<file path="src/rtl/alu_mult_pkg.sv">
// Shared definitions for the sequential shift-add multiplier.
//   mult_state_t : FSM encodings (ST_IDLE, ST_CALC)
//   prod_width() : product width helper (operand width + factor width)
//   DEF_PROD_W   : product width of the default configuration (6 + 4)
package alu_mult_pkg;

    typedef enum logic {
        ST_IDLE = 1'b0,
        ST_CALC = 1'b1
    } mult_state_t;

    localparam int DEF_WIDTH    = 6;
    localparam int DEF_FACTOR_W = 4;
    localparam int DEF_PROD_W   = DEF_WIDTH + DEF_FACTOR_W;

    function automatic int prod_width(input int width, input int factor_w);
        return width + factor_w;
    endfunction

endpackage

</file>
<file path="src/rtl/mult_step.sv">
// One shift-add step of the multiplier (purely combinational).
//   acc, a_sh, k_sh           : current accumulator, shifted multiplicand, shifted factor
//   acc_next                  : acc + (k_sh[0] ? a_sh : 0)
//   a_sh_next / k_sh_next     : a_sh << 1 / k_sh >> 1
module mult_step
    import alu_mult_pkg::*;
#(
    parameter int PROD_W   = DEF_PROD_W,
    parameter int FACTOR_W = DEF_FACTOR_W
) (
    input  logic [PROD_W-1:0]   acc,
    input  logic [PROD_W-1:0]   a_sh,
    input  logic [FACTOR_W-1:0] k_sh,
    output logic [PROD_W-1:0]   acc_next,
    output logic [PROD_W-1:0]   a_sh_next,
    output logic [FACTOR_W-1:0] k_sh_next
);

    // Sum wraps modulo 2^PROD_W; the full product always fits in PROD_W bits.
    assign acc_next  = acc + (k_sh[0] ? a_sh : '0);
    assign a_sh_next = a_sh << 1;
    assign k_sh_next = k_sh >> 1;

endmodule

</file>
<file path="src/rtl/mod_multiplicador_seq.sv">
// Sequential shift-add multiplier: F = A * K over a START/DONE handshake.
//   CLK   : clock, rising edge
//   RST_N : synchronous active-low reset
//   START : request, sampled only while BUSY=0
//   A     : WIDTH-bit multiplicand (two's complement when SIGNED=1)
//   K     : FACTOR_W-bit unsigned factor
//   BUSY  : high while a multiplication is in progress
//   DONE  : one-cycle pulse, F valid in that cycle
//   F     : WIDTH+FACTOR_W product, registered, held until the next DONE
// Optional macro EARLY_EXIT_EN: finish as soon as no set factor bits remain,
// so latency becomes max(1, msb(K)+1) instead of a fixed FACTOR_W cycles.
module mod_multiplicador_seq
    import alu_mult_pkg::*;
#(
    parameter int WIDTH    = DEF_WIDTH,
    parameter int FACTOR_W = DEF_FACTOR_W,
    parameter int SIGNED   = 1
) (
    input  logic                      CLK,
    input  logic                      RST_N,
    input  logic                      START,
    input  logic [WIDTH-1:0]          A,
    input  logic [FACTOR_W-1:0]       K,
    output logic                      BUSY,
    output logic                      DONE,
    output logic [WIDTH+FACTOR_W-1:0] F
);

    localparam int PROD_W = prod_width(WIDTH, FACTOR_W);
    localparam int CNT_W  = (FACTOR_W > 1) ? $clog2(FACTOR_W) : 1;
    localparam logic [CNT_W-1:0] CNT_LAST = CNT_W'(FACTOR_W - 1);

    mult_state_t         state, state_next;
    logic [PROD_W-1:0]   acc, a_sh, acc_next, a_sh_next;
    logic [FACTOR_W-1:0] k_sh, k_sh_next;
    logic [CNT_W-1:0]    cnt;
    logic [PROD_W-1:0]   f_r;
    logic                done_r;
    logic                load, step, fin, last_step;
    logic [PROD_W-1:0]   a_ext;

    // Operand extension to full product width.
    assign a_ext = (SIGNED != 0) ? {{FACTOR_W{A[WIDTH-1]}}, A}
                                 : {{FACTOR_W{1'b0}}, A};

    mult_step #(
        .PROD_W   (PROD_W),
        .FACTOR_W (FACTOR_W)
    ) u_step (
        .acc       (acc),
        .a_sh      (a_sh),
        .k_sh      (k_sh),
        .acc_next  (acc_next),
        .a_sh_next (a_sh_next),
        .k_sh_next (k_sh_next)
    );

`ifdef EARLY_EXIT_EN
    // Remaining factor bits all zero: further steps would add nothing.
    assign last_step = (cnt == CNT_LAST) || (k_sh_next == '0);
`else
    assign last_step = (cnt == CNT_LAST);
`endif

    always_ff @(posedge CLK) begin
        if (!RST_N) state <= ST_IDLE;
        else        state <= state_next;
    end

    always_comb begin
        state_next = state;
        load       = 1'b0;
        step       = 1'b0;
        fin        = 1'b0;
        case (state)
            ST_IDLE: begin
                if (START) begin
                    load       = 1'b1;
                    state_next = ST_CALC;
                end
            end
            ST_CALC: begin
                step = 1'b1;
                if (last_step) begin
                    fin        = 1'b1;
                    state_next = ST_IDLE;
                end
            end
            default: state_next = ST_IDLE;
        endcase
    end

    always_ff @(posedge CLK) begin
        if (!RST_N) begin
            acc    <= '0;
            a_sh   <= '0;
            k_sh   <= '0;
            cnt    <= '0;
            f_r    <= '0;
            done_r <= 1'b0;
        end else begin
            done_r <= fin;
            if (load) begin
                a_sh <= a_ext;
                k_sh <= K;
                acc  <= '0;
                cnt  <= '0;
            end else if (step) begin
                acc  <= acc_next;
                a_sh <= a_sh_next;
                k_sh <= k_sh_next;
                cnt  <= cnt + 1'b1;
            end
            if (fin) f_r <= acc_next;
        end
    end

    assign BUSY = (state == ST_CALC);
    assign DONE = done_r;
    assign F    = f_r;

endmodule

</file>
<file path="config.mk">
export PLATFORM = sky130hd
export DESIGN_NAME = mod_multiplicador_seq
export DESIGN_NICKNAME = d
export VERILOG_FILES = /design/src/rtl/alu_mult_pkg.sv /design/src/rtl/mult_step.sv /design/src/rtl/mod_multiplicador_seq.sv
export SDC_FILE = /design/constraint.sdc
export NUM_CORES = 1
export LEC_CHECK = 0
export ABC_CLOCK_PERIOD_IN_PS = 2500
export BUFFER_PORTS_ARGS = -buffer_cell sky130_fd_sc_hd__buf_4
export CAP_MARGIN = 10
export CORE_UTILIZATION = 40
export DETAILED_ROUTE_END_ITERATION = 16
export SLEW_MARGIN = 20
export SYNTH_ARGS = -nofsm -noshare
export SYNTH_HDL_FRONTEND = slang
export SYNTH_SLANG_ARGS = --single-unit
export TNS_END_PERCENT = 5
</file>
<file path="constraint.sdc">
create_clock -name CLK -period 2.5 [get_ports CLK]
set_input_delay 0.625 -clock CLK [delete_from_list [all_inputs] [get_ports CLK]]
set_output_delay 0.625 -clock CLK [all_outputs]
set_load 0.01 [all_outputs]
</file>
Word-level counts from Yosys, hierarchy flattened
Cells that the tools add are included. W data, S select, Z words.

Flip-flop bits (word level): 38. Bits in latches: 0. Memory bits (writable): 0. ROM bits: 0. Bits of input ports: 13. Word-level logic and storage cells: 26. Memories kept: 0.

Add/sub/neg operators: 2. Multipliers: 0. Div/mod/pow operators: 0. Order comparisons: 0. Equal/unequal tests: 1. Shift-type cells: 0. Multiplexer cells: 12. Bitwise gates (word level): 2. Reductions and logical operators: 2.

Operators by type and width (count): $mux W10 (3); $add A10 B10 Y10 (1); $mux W4 (2); $mux W1 (6); $add A2 B1 Y2 const B (1); $eq A2 B2 Y1 const B (1); $not A1 Y1 (2); $pmux W1 S2 (1); $reduce_bool A2 Y1 (1); $reduce_or A2 Y1 (1).

Depth between registers and ports, before layout
Depth in word-level cells: 3. Gate-level depth with buffers: 11. Depth with buffers taken out: 10.

Cells and area by module
From an unflattened synthesis, not the netlist that was laid out.

Cells, all modules: 244. Area, all modules: 2187.1 µm².

By module, submodules not included: mod_multiplicador_seq (times used 1, cells an instance 168, area each 1635.3 µm², seq. area each 760.7 µm²); mult_step (times used 1, cells an instance 76, area each 551.8 µm², seq. area each 0.0 µm²).

Least setup slack after synthesis
No wires, ideal clock.

Path kind: reg2reg. Start: register k_sh[0]. End: register acc[8]. Setup time: 0.132 ns. Arrival: 2.075 ns. Data required time: 2.368 ns. Path slack: 0.292 ns. Stages on the path, launching flop included: 12. Buffers on the path: 1. Path through: dfxtp_1 clkbuf_1 and2_1 ha_1 inv_1 fa_1 nor2b_1 o31a_1 o2111a_1 or3_1 nand3_1 a21oi_1.

Word-level cells in the longest chain between the ends: 2.

Ends and longest elaborated chain: start: declaration (RTL line mod_multiplicador_seq.sv:35) `logic [FACTOR_W-1:0] k_sh, k_sh_next;`; start signal: assignment (RTL line mod_multiplicador_seq.sv:111) `k_sh <= k_sh_next;`; $mux W10 (RTL line mult_step.sv:20) `assign acc_next = acc + (k_sh[0] ? a_sh : '0);`; $add A10 B10 Y10 (RTL line mult_step.sv:20); end signal: assignment (RTL line mod_multiplicador_seq.sv:109) `acc <= acc_next;`; end: declaration (RTL line mod_multiplicador_seq.sv:34) `logic [PROD_W-1:0] acc, a_sh, acc_next, a_sh_next;`.

No other way between the ends. A chain may end at the register's enable or synchronous reset.

Worst setup path after layout
Ends and elaborated chain as after synthesis.

==> results.yml <==
die:
  row_count: 25
  die_h_um: 71.92
  io-pin-count: 25
  die_w_um: 71.92
  coreArea_mm2: 0.004723
  start_util_pct: 41.40
  die-area_mm2: 0.005172
critical_path:
  worst-path-max-fanout: 11
  critical_path_class: "reg -> reg"
  worstSetupEndpointType: "flip-flop"
  cp.required_ns: 2.66
  setup.worst_path.start_class: "flip-flop"
  worstPathArrival_ns: 2.42
clock_tree:
  post_cts_buffers: 0
  ctsHoldBuffers: 0
  cts_tree: "yes"
  clk_pin_slew_ns: 0.08
  htreeDepth: 2
  numCtsBuffers: 5
  cts.sinks: 38
  clock_latency_ns: 0.29
  cts_root_buf: "clkbuf_8"
  clockBufferDepth: 2
global_routing:
  antenna_found_initial: 0
  grt_max_degree: 31
  grt-ovfl-total: 0
  grt_util_all_layers_pct: 15.57
  grt_pass1_vias: 1285
  grt_pass1_wl_um: 6230
timing:
  timing.setup.tns_ns: 0
  hold_violations: 0
  maxSlewHeadroom_pct: 69.65
  fin_worst_skew_ns: 0.004863
  worstMarginPinSlew_ns: 0.4542
  drv_slew: 0
  timing.fmax_mhz: 441.3
  fin_crit_sh_pct: 90.65
  grt_setup_unrepaired: "no"
  period_needed_ns: 2.266
  setup_viol: 0
logic_synthesis:
  ys_seq_area_share_pct: 38.90
  yosysWarnings: 0
  synth_ff_type: "dfxtp_1"
  ys_types: 43
  yosys_register_bits: 38
  synth-edff-count: 0
  syn-instance-count: 221
  synthesis.area_mm2: 0.001956
  synthArstFlopShare_pct: 0
  synth_nets: 245
  syn_area_per_cell_um2: 8.849
layout:
  area_growth_pct: 19.00
  num_antenna_cells: 0
  drive_above_1_share_pct: 17.36
  final_nets: 265
  final_common_cell: "dfxtp_1"
  fillCellCount: 445
  fin_cells: 309
  final_cell_mix: "dfxtp_1 (37), nand2_1 (33), buf_4 (26), o21ai_0 (14), mux2i_1 (14)"
drt:
  wl_um: 3821
  vias_per_cell: 4.896
  post_drt_wl_per_cell_um: 12.37
  drc: 0
  drtAntennaViolNets: 0
  drtIter0Drc: 64
  via_count: 1513
  dr.pass1.iters: 4
placement:
  dp_cells: 301
  numPortBuffers: 24
  place_congestion: 0.8131
  dp_hpwl_um: 2722
flow_run:
  maxCapViolCount: 0
worst_hold_path:
  hold_path_class: "reg -> reg"
power_and_ir_drop:
  p_per_area_mw_per_mm2: 615.3
  p_leak_nw: 1.073
  ir_drop_uv: 370.7
run_status:
  outcome: "finished, final reports clean"
[layer usage]
layer	part of all wire (%)	GRT usage (%)	vias to the layer above
met2	41	21.59	30
met3	3.7	3.750	5
met5	0	0	-
li1	-	-	812
met1	54	23.47	666
met4	1.2	5.229	0
[power by group]
group	internal, mW	switching, mW
Sequential	0.631	0.0229
Clock	0.426	0.217
Combinational	0.0650	0.0704
[cells by family (layout without fill, tap and decap cells)]
kind of cell               Yosys count  after routing  synth area share, %
adders and majority gates           11             11                7.422
buffers and inverters               18             39                3.582
xor gates and xnor gates             6              6                3.455
AOI/OAI and AO/OA                   57             57                20.09
and+or+nand+nor                     77             77                19.39
DFF                                 38             38                38.90
muxes                               14             14                7.165
[sequential cells by signal (all words and copies together), names as in the netlist]
name  cells
DONE      1
a_sh     10
cnt       2
BUSY      1
F        10
k_sh      4
acc      10
[critical path, cell delays in order (launching register included)]
cell and delay, ns:
dfxtp_2 0.36, and2_1 0.15, ha_1 0.22, inv_1 0.08, fa_1 0.19, nor2b_1 0.07
o31a_1 0.27, o2111a_1 0.26, or3_1 0.36, nand3_1 0.10, a21oi_1 0.07
[layout make-up]
cell class / count / area [µm²] / share of cell area (%)
Clock buffer: 6 / 82.58 / 3.548
Tap cell: 67 / 83.83 / 3.602
Multi-Input combinational cell: 165 / 1125 / 48.33
Inverter: 5 / 18.77 / 0.8065
Timing Repair Buffer: 26 / 195.2 / 8.387
Clock inverter: 2 / 60.06 / 2.581
Sequential cell: 38 / 762.0 / 32.74
[through the flow]
step,setup slack (ns),hold WS [ns],util (%),total power [mW],area (µm²)
final,0.2338,0.4600,49.27,1.432,2327
after global routing,0.05021,0.4842,49.27,1.492,2327
after CTS,0.1488,0.4666,49.25,1.445,2326
after detailed placement,0.1925,0.4546,46.23,0.8038,2183
after global placement,0.1893,0.4506,46.23,0.8022,2183
after floorplan,0.2922,0.4454,-,0.7614,1956
[cell usage after synthesis, drive strengths merged (2+ instances only)]
cell | number | share of area, %
nand2 | 33 | 6.3
nand3 | 4 | 1.0
a211oi | 2 | 1.0
mux2i | 14 | 7.2
nor2b | 3 | 0.96
nor2 | 11 | 2.1
a21boi | 6 | 2.3
clkbuf | 10 | 1.9
buf | 3 | 0.70
dfxtp | 38 | 39
or3 | 2 | 0.70
xor2 | 2 | 0.90
a31oi | 5 | 1.6
o21a | 2 | 0.77
and3 | 3 | 1.0
o21ai | 15 | 3.8
ha | 10 | 6.4
a21o | 3 | 1.2
inv | 5 | 0.96
a21oi | 10 | 2.8
nand2b | 5 | 1.6
nand4 | 2 | 0.64
and2 | 12 | 3.8
o211a | 8 | 4.1
xnor2 | 3 | 1.3
[path summary, 6_finish.rpt]
kind                               from  endpoint  slack (ns)  cells past startpoint
worst max-delay path            k_sh[0]    acc[8]        0.23                     10
worst max register to register  k_sh[0]    acc[8]        0.23                     10
worst min register to register     F[6]      F[6]        0.46                      2
worst min-delay path               F[6]      F[6]        0.46                      2
[timing repair]
| item | CTS | global route |
|---|---|---|
| setup endpoints to repair | 0 | 3 |
| resized for setup | 0 | 1 |
| endpoints found under the hold margin | 0 | 0 |
(Power assumes the default switching activity.)
